--- src/rtl/izh_pkg.sv ---
// Shared types and reset constants for the Izhikevich neuron scheduler.
// Values are 17-bit sign-magnitude: bit16 sign, 8 integer bits, 8 fraction bits.
package izh_pkg;

    localparam int unsigned FX_W = 17;

    typedef logic [FX_W-1:0] fx_t;

    localparam fx_t V_RST = 17'b1_0100_0001_0000_0000;
    localparam fx_t U_RST = 17'b1_0000_1101_0000_0000;
    localparam fx_t A_DEF = 17'b0_0000_0000_0000_0101;
    localparam fx_t B_DEF = 17'b0_0000_0000_0011_0011;
    localparam fx_t D_DEF = 17'b0_0000_1000_0000_0000;

    typedef enum logic [2:0] {
        IDLE,
        FETCH,
        ISSUE,
        CAPTURE,
        EMIT,
        DONE
    } izh_state_t;

    typedef struct packed {
        fx_t a;
        fx_t b;
        fx_t c;
        fx_t d;
        fx_t v;
        fx_t u;
    } neuron_t;

    function automatic neuron_t neuron_default();
        neuron_t n;
        n.a = A_DEF;
        n.b = B_DEF;
        n.c = V_RST;
        n.d = D_DEF;
        n.v = V_RST;
        n.u = U_RST;
        return n;
    endfunction

endpackage

--- src/rtl/izh_state_bank.sv ---
// Per-neuron state (v, u) and parameter (a, b, c, d) storage with a single
// write port and an indexed combinational read; async reset restores defaults.
module izh_state_bank
    import izh_pkg::*;
#(
    parameter int unsigned N_NEURONS = 16,
    parameter int unsigned IDX_W     = $clog2(N_NEURONS)
) (
    input  logic             clk,
    input  logic             rst_n,
    input  logic             we,
    input  logic             we_param,
    input  logic [IDX_W-1:0] w_idx,
    input  neuron_t          w_data,
    input  logic [IDX_W-1:0] r_idx,
    output neuron_t          r_data
);

    neuron_t bank [N_NEURONS];

    // Writeback touches only v/u; a config write also replaces the parameters.
    always_ff @(posedge clk or negedge rst_n) begin
        if (!rst_n) begin
            for (int unsigned n = 0; n < N_NEURONS; n++) begin
                bank[n] <= neuron_default();
            end
        end else if (we) begin
            bank[w_idx].v <= w_data.v;
            bank[w_idx].u <= w_data.u;
            if (we_param) begin
                bank[w_idx].a <= w_data.a;
                bank[w_idx].b <= w_data.b;
                bank[w_idx].c <= w_data.c;
                bank[w_idx].d <= w_data.d;
            end
        end
    end

    assign r_data = bank[r_idx];

endmodule

--- src/rtl/izh_scheduler.sv ---
// Time-multiplexes one shared Izhikevich datapath across N_NEURONS neurons.
// Optional IZH_SPIKE_COUNT_EN adds a per-timestep spike_count output.
module izh_scheduler
    import izh_pkg::*;
#(
    parameter int unsigned N_NEURONS = 16,
    parameter int unsigned IDX_W     = $clog2(N_NEURONS)
) (
    input  logic             clk,
    input  logic             rst_n,
    input  logic             start,
    output logic             busy,
    output logic             done,
    output logic [15:0]      timestep,
    input  logic             cfg_we,
    input  logic [IDX_W-1:0] cfg_idx,
    input  logic [FX_W-1:0]  cfg_a,
    input  logic [FX_W-1:0]  cfg_b,
    input  logic [FX_W-1:0]  cfg_c,
    input  logic [FX_W-1:0]  cfg_d,
    output logic             i_req,
    output logic [IDX_W-1:0] i_idx,
    input  logic             i_valid,
    input  logic [FX_W-1:0]  i_data,
    output logic [FX_W-1:0]  dp_a,
    output logic [FX_W-1:0]  dp_b,
    output logic [FX_W-1:0]  dp_c,
    output logic [FX_W-1:0]  dp_d,
    output logic [FX_W-1:0]  dp_v,
    output logic [FX_W-1:0]  dp_u,
    output logic [FX_W-1:0]  dp_i,
    input  logic [FX_W-1:0]  dp_v_prime,
    input  logic [FX_W-1:0]  dp_u_prime,
    input  logic             dp_fired,
    output logic             spike_valid,
    output logic [IDX_W-1:0] spike_idx,
    input  logic             spike_ready
`ifdef IZH_SPIKE_COUNT_EN
    ,
    output logic [IDX_W:0]   spike_count
`endif
);

    izh_state_t       state_q, state_d;
    logic [IDX_W-1:0] idx_q;
    fx_t              i_lat_q;
    logic [15:0]      timestep_q;
    logic             spike_valid_q;
    logic [IDX_W-1:0] spike_idx_q;

    logic             cfg_acc;
    logic             start_acc;
    logic             last_idx;
    logic             spike_hs;
    logic             advance;

    logic             bank_we;
    logic             bank_we_param;
    logic [IDX_W-1:0] bank_w_idx;
    neuron_t          bank_w_data;
    neuron_t          bank_r_data;

    // A config write in the same cycle as start takes priority.
    assign cfg_acc   = (state_q == IDLE) && cfg_we;
    assign start_acc = (state_q == IDLE) && start && !cfg_we;
    assign last_idx  = (idx_q == IDX_W'(N_NEURONS - 1));
    assign spike_hs  = spike_valid_q && spike_ready;
    assign advance   = ((state_q == CAPTURE) && !dp_fired) ||
                       ((state_q == EMIT) && spike_hs);

    always_ff @(posedge clk or negedge rst_n) begin
        if (!rst_n) begin
            state_q <= IDLE;
        end else begin
            state_q <= state_d;
        end
    end

    always_comb begin
        state_d = state_q;
        unique case (state_q)
            IDLE:    if (start_acc) state_d = FETCH;
            FETCH:   if (i_valid) state_d = ISSUE;
            ISSUE:   state_d = CAPTURE;
            CAPTURE: begin
                if (dp_fired)      state_d = EMIT;
                else if (last_idx) state_d = DONE;
                else               state_d = FETCH;
            end
            EMIT: begin
                if (spike_hs) state_d = last_idx ? DONE : FETCH;
            end
            DONE:    state_d = IDLE;
            default: state_d = IDLE;
        endcase
    end

    always_comb begin
        busy          = (state_q != IDLE) && (state_q != DONE);
        done          = (state_q == DONE);
        i_req         = (state_q == FETCH);
        bank_we       = cfg_acc || (state_q == CAPTURE);
        bank_we_param = cfg_acc;
        bank_w_idx    = cfg_acc ? cfg_idx : idx_q;
        bank_w_data   = '{a: cfg_a, b: cfg_b, c: cfg_c, d: cfg_d, v: cfg_c, u: U_RST};
        if (!cfg_acc) begin
            bank_w_data.v = dp_v_prime;
            bank_w_data.u = dp_u_prime;
        end
    end

    always_ff @(posedge clk or negedge rst_n) begin
        if (!rst_n) begin
            idx_q         <= '0;
            i_lat_q       <= '0;
            timestep_q    <= '0;
            spike_valid_q <= 1'b0;
            spike_idx_q   <= '0;
        end else begin
            if (start_acc) begin
                idx_q <= '0;
            end else if (advance && !last_idx) begin
                idx_q <= idx_q + 1'b1;
            end
            if ((state_q == FETCH) && i_valid) begin
                i_lat_q <= i_data;
            end
            if ((state_q == CAPTURE) && dp_fired) begin
                spike_valid_q <= 1'b1;
                spike_idx_q   <= idx_q;
            end else if ((state_q == EMIT) && spike_hs) begin
                spike_valid_q <= 1'b0;
            end
            if (state_q == DONE) begin
                timestep_q <= timestep_q + 16'd1;
            end
        end
    end

`ifdef IZH_SPIKE_COUNT_EN
    logic [IDX_W:0] spike_count_q;

    always_ff @(posedge clk or negedge rst_n) begin
        if (!rst_n) begin
            spike_count_q <= '0;
        end else if (start_acc) begin
            spike_count_q <= '0;
        end else if (spike_hs) begin
            spike_count_q <= spike_count_q + 1'b1;
        end
    end

    assign spike_count = spike_count_q;
`endif

    izh_state_bank #(
        .N_NEURONS (N_NEURONS),
        .IDX_W     (IDX_W)
    ) u_bank (
        .clk      (clk),
        .rst_n    (rst_n),
        .we       (bank_we),
        .we_param (bank_we_param),
        .w_idx    (bank_w_idx),
        .w_data   (bank_w_data),
        .r_idx    (idx_q),
        .r_data   (bank_r_data)
    );

    assign dp_a        = bank_r_data.a;
    assign dp_b        = bank_r_data.b;
    assign dp_c        = bank_r_data.c;
    assign dp_d        = bank_r_data.d;
    assign dp_v        = bank_r_data.v;
    assign dp_u        = bank_r_data.u;
    assign dp_i        = i_lat_q;
    assign i_idx       = idx_q;
    assign timestep    = timestep_q;
    assign spike_valid = spike_valid_q;
    assign spike_idx   = spike_idx_q;

endmodule

--- config.mk ---
export PLATFORM = sky130hd
export DESIGN_NAME = izh_scheduler
export DESIGN_NICKNAME = d
export VERILOG_FILES = /design/src/rtl/izh_pkg.sv /design/src/rtl/izh_state_bank.sv /design/src/rtl/izh_scheduler.sv
export SDC_FILE = /design/constraint.sdc
export NUM_CORES = 2
export LEC_CHECK = 0
export ABC_AREA = 1
export CAP_MARGIN = 10
export CELL_PAD_IN_SITES_DETAIL_PLACEMENT = 1
export CELL_PAD_IN_SITES_GLOBAL_PLACEMENT = 1
export CORE_ASPECT_RATIO = 0.9
export CORE_MARGIN = 3
export CORE_UTILIZATION = 46
export CTS_BUF_LIST = sky130_fd_sc_hd__clkbuf_4 sky130_fd_sc_hd__clkbuf_8 sky130_fd_sc_hd__clkbuf_16
export CTS_CLUSTER_SIZE = 14
export DETAILED_ROUTE_END_ITERATION = 10
export PLACE_DENSITY = 0.86
export SKIP_CTS_REPAIR_TIMING = 1
export SLEW_MARGIN = 10
export SYNTH_ARGS = -nofsm -noshare
export SYNTH_HDL_FRONTEND = slang
export SYNTH_SLANG_ARGS = --single-unit
export TNS_END_PERCENT = 5
--- constraint.sdc ---
create_clock -name clk -period 2.6 [get_ports clk]
set_input_delay 0.26 -clock clk [delete_from_list [all_inputs] [get_ports clk]]
set_output_delay 0.26 -clock clk [all_outputs]
set_load 0.005 [all_outputs]
==> summary.txt <==
Run status
  • Status: complete, but fails checks
  • Failing checks: negative setup slack

Critical path
  • Worst setup path category: flop to primary output
  • Slowest cell on crit path: clkdlybuf4s50_1
  • Worst setup EP type: primary output
  • Crit path DAT: 3.50 ns
  • Worst setup SP type: flop
  • Worst path required time: 2.34 ns
  • Crit-path cells: buf_12, buf_6, o21ai_0, o211ai_1, nand3_1, nand3_2, clkdlybuf4s50_1
  • Worst path max stage delay: 0.54 ns
  • Maximum fanout along the worst path: 21

GRT
  • GRT overflow: 0
  • Antenna violations before repair: 36
  • Global-route wire length before repair: 550.0 mm
  • GRT Util Overall: 39.48%
  • Largest net degree at the start of global routing: 114
  • Number of global-route vias before repair: 89490

Finish
  • Final net count: 10800
  • Share of cells above drive strength 1: 13.32%
  • Final Util: 56.78%
  • Fin area: 98990 um2
  • Area grow syn2layout: 22.22%
  • Final non-filler cell total: 13200

Routing
  • DR WL met3: 46.03 mm
  • Met1 WL: 136.9 mm
  • Via/cell ratio: 6.569
  • DR pass1 iterations: 8
  • Iter 0 DRT Violations: 11540
  • WL per Instance: 29.33 um
  • Met2 WL: 171.0 mm
  • WL final: 387.0 mm
  • Antenna-violating nets left: 0
  • Vias: 86680
  • Drt drc: 0
  • Uppermost routed layer: met5

Synthesis
  • Syn Inst Count: 10580
  • Post-synth ARST share: 100.0%
  • Top FF cell, synth: dfrtp_1
  • Avg Cell Area, Syn: 7.655 um2
  • Post-synthesis sequential area ratio: 52.23%
  • Synth area leader: dfrtp_1
  • Area contributors post-synth: dfrtp_1 43%, nand2_1 18%, nand3_1 9.9%
  • Syn Nets: 10710
  • Yosys warnings: 0
  • Unique masters post-synth: 32
  • Post-synth EDFFs: 0
  • Yosys reg bits: 1677
  • Top cell type's share of synthesized area: 43.41%
  • Synthesized area: 80990 um2

Floorplanning
  • Ports: 277
  • Die Ht: 404.1 um
  • Num rows: 145
  • Core ar.: 174300 um2
  • Die X: 448.3 um
  • Die ar.: 181100 um2
  • Initial core utilization: 46.45%

Clock network
  • H-tree depth reported by CTS: 4
  • Clock root cell: clkbuf_16
  • Clk buf depth: 3
  • Clk_lat worst skew: 0.86 ns
  • Clock slew at reported path FFs: 0.07 ns
  • Num CTS Buffers: 180
  • CTS tree: done
  • CTS Sinks: 1677

Pwr
  • Pwr per Cell Area: 1325 nW/um2
  • Static Leak: 50.11 nW
  • Peak VDD IR: 949.0 uV

Timing
  • RSZ-0062 raised after global routing: yes
  • Final hold viol count: 0
  • Clock Skew: 0.02847 ns
  • Setup-failing EPs final: 1444
  • Peak Freq: 0.2660 GHz
  • Worst-Margin Slew: 0.9684 ns
  • Worst hold slack: 0.001475 ns
  • Worst slew margin: 35.24%
  • Final count of pins violating max slew: 0
  • Tmin final: 3.760 ns
  • Final Cycle Share: 144.6%
  • Final worst setup slack: -1.160 ns

Hold path
  • Worst hold path class: input pin to flop

Place
  • Placed cells: 12800
  • Post-DP HPWL: 217.5 mm
  • PortBufs: 276
  • Pre-CTS setup slack: -0.2340 ns
  • Area post-placement: 91240 um2
  • GP Congestion: 0.8780

Job
  • Max-Cap Viols: 0
registers in the layout, summed over array words and instances (netlist names):
name / cells
dp_i: 17
i_idx: 4
spike_idx: 4
spike_valid: 1
state_q: 3
timestep: 16
u_bank.bank: 1632
layer usage:
layer | vias to the layer above | global-route usage (%)
li1 | 34580 | -
met1 | 43460 | 48.75
met2 | 6474 | 60.64
met3 | 2145 | 10.28
met4 | 22 | 27.15
met5 | - | 0
cell families after synthesis:
group / count (synthesis) / synth area share, %
xor gates and xnor gates: 15 / 0.1622
muxes: 17 / 0.2364
DFF: 1677 / 52.23
and+or+nand+nor: 6580 / 33.34
AOI/OAI and AO/OA: 1240 / 8.613
buffers and inverters: 1049 / 5.379
adders and majority gates: 2 / 0.03089
report_power, final:
group          internal, mW  switching, mW
Sequential             36.5           6.20
Clock                  15.9           11.8
Combinational          21.1           39.7
Total                  73.5           57.7
critical path, delay by kind of cell, from the launching register on:
kind	cells	cell delay, ns
AOI/OAI and AO/OA	2	0.44
buffers and inverters	3	1.04
and+or+nand+nor	2	0.64
DFF	1	0.50
final cells by class:
type                    count  area [um2]
diodes                     24       60.06
well taps                2352        2943
clock buffers             284        5657
multi-input cells        7854       35170
clock inverters            54       593.1
inverters                  64       315.3
repair buffers            886       11940
fillers                 20380       75360
flip-flops and latches   1677       42320
worst paths after layout:
| check | startpoint | to | slack, ns | cells past startpoint |
|---|---|---|---|---|
| hold / removal | cfg_c[8] | u_bank.bank[59] | 0.001 | 3 |
| min in group asynchronous | rst_n | u_bank.bank[1437] | 0.01 | 2 |
| setup / recovery | i_idx[1] | dp_a[5] | -1.16 | 7 |
| max in group asynchronous | rst_n | u_bank.bank[373] | 1.43 | 4 |
| setup reg to reg | state_q[1] | u_bank.bank[1461] | -0.31 | 10 |
| hold reg to reg | u_bank.bank[249] | u_bank.bank[249] | 0.46 | 2 |
cells in the mapped netlist, types with 3 or more instances:
cell type and number:
o211ai_1 204, buf_4 7, xor2_1 13, nand3_4 3, nor3_1 6, o22ai_1 204, buf_6 3, clkbuf_1 624
o21ai_0 829, buf_1 55, nor2_8 3, buf_2 296, nand4_1 12, nor2_1 1058, or2_2 5, inv_1 56
nand3_1 1605, dfrtp_1 1405, nand3_2 15, nand2_4 3, mux2_2 17, clkinv_1 4, nand2_1 3863, nor2_4 5
dfstp_2 272, inv_2 4
cell usage in the layout (no fill, tap or decap), types with 5 or more instances in the layout:
cell type,netlist,routed
buf_12,0,299
buf_16,0,24
buf_4,7,254
buf_6,3,24
bufinv_16,0,9
clkbuf_16,0,203
clkbuf_2,0,17
clkbuf_4,0,50
clkbuf_8,0,51
clkdlybuf4s50_1,0,230
clkinv_2,0,29
dfrtp_1,1405,1402
dfstp_2,272,272
diode_2,0,24
dlymetal6s2s_1,0,12
inv_1,56,55
inv_6,0,8
mux2_2,17,17
nand2_1,3863,3862
nand3_1,1605,1519
nand3_2,15,77
nand3_4,3,27
nand4_1,12,12
nor2_1,1058,1030
nor2_2,0,8
nor2_4,5,25
nor3_1,6,6
o211ai_1,204,204
o21ai_0,829,777
o21ai_1,0,49
o22ai_1,204,198
o22ai_2,0,6
or2_2,5,5
xor2_1,13,13
through the flow:
stage	setup TNS, ns	total power, mW
2_1_floorplan	0	67.72
3_3_place_gp	-0.4690	93.66
3_5_place_dp	-73.03	96.63
4_1_cts	-102.47	125.3
5_1_grt	-318.92	136.0
6_report	-170.88	131.2
Note: power is estimated with default switching activity, not from simulation.
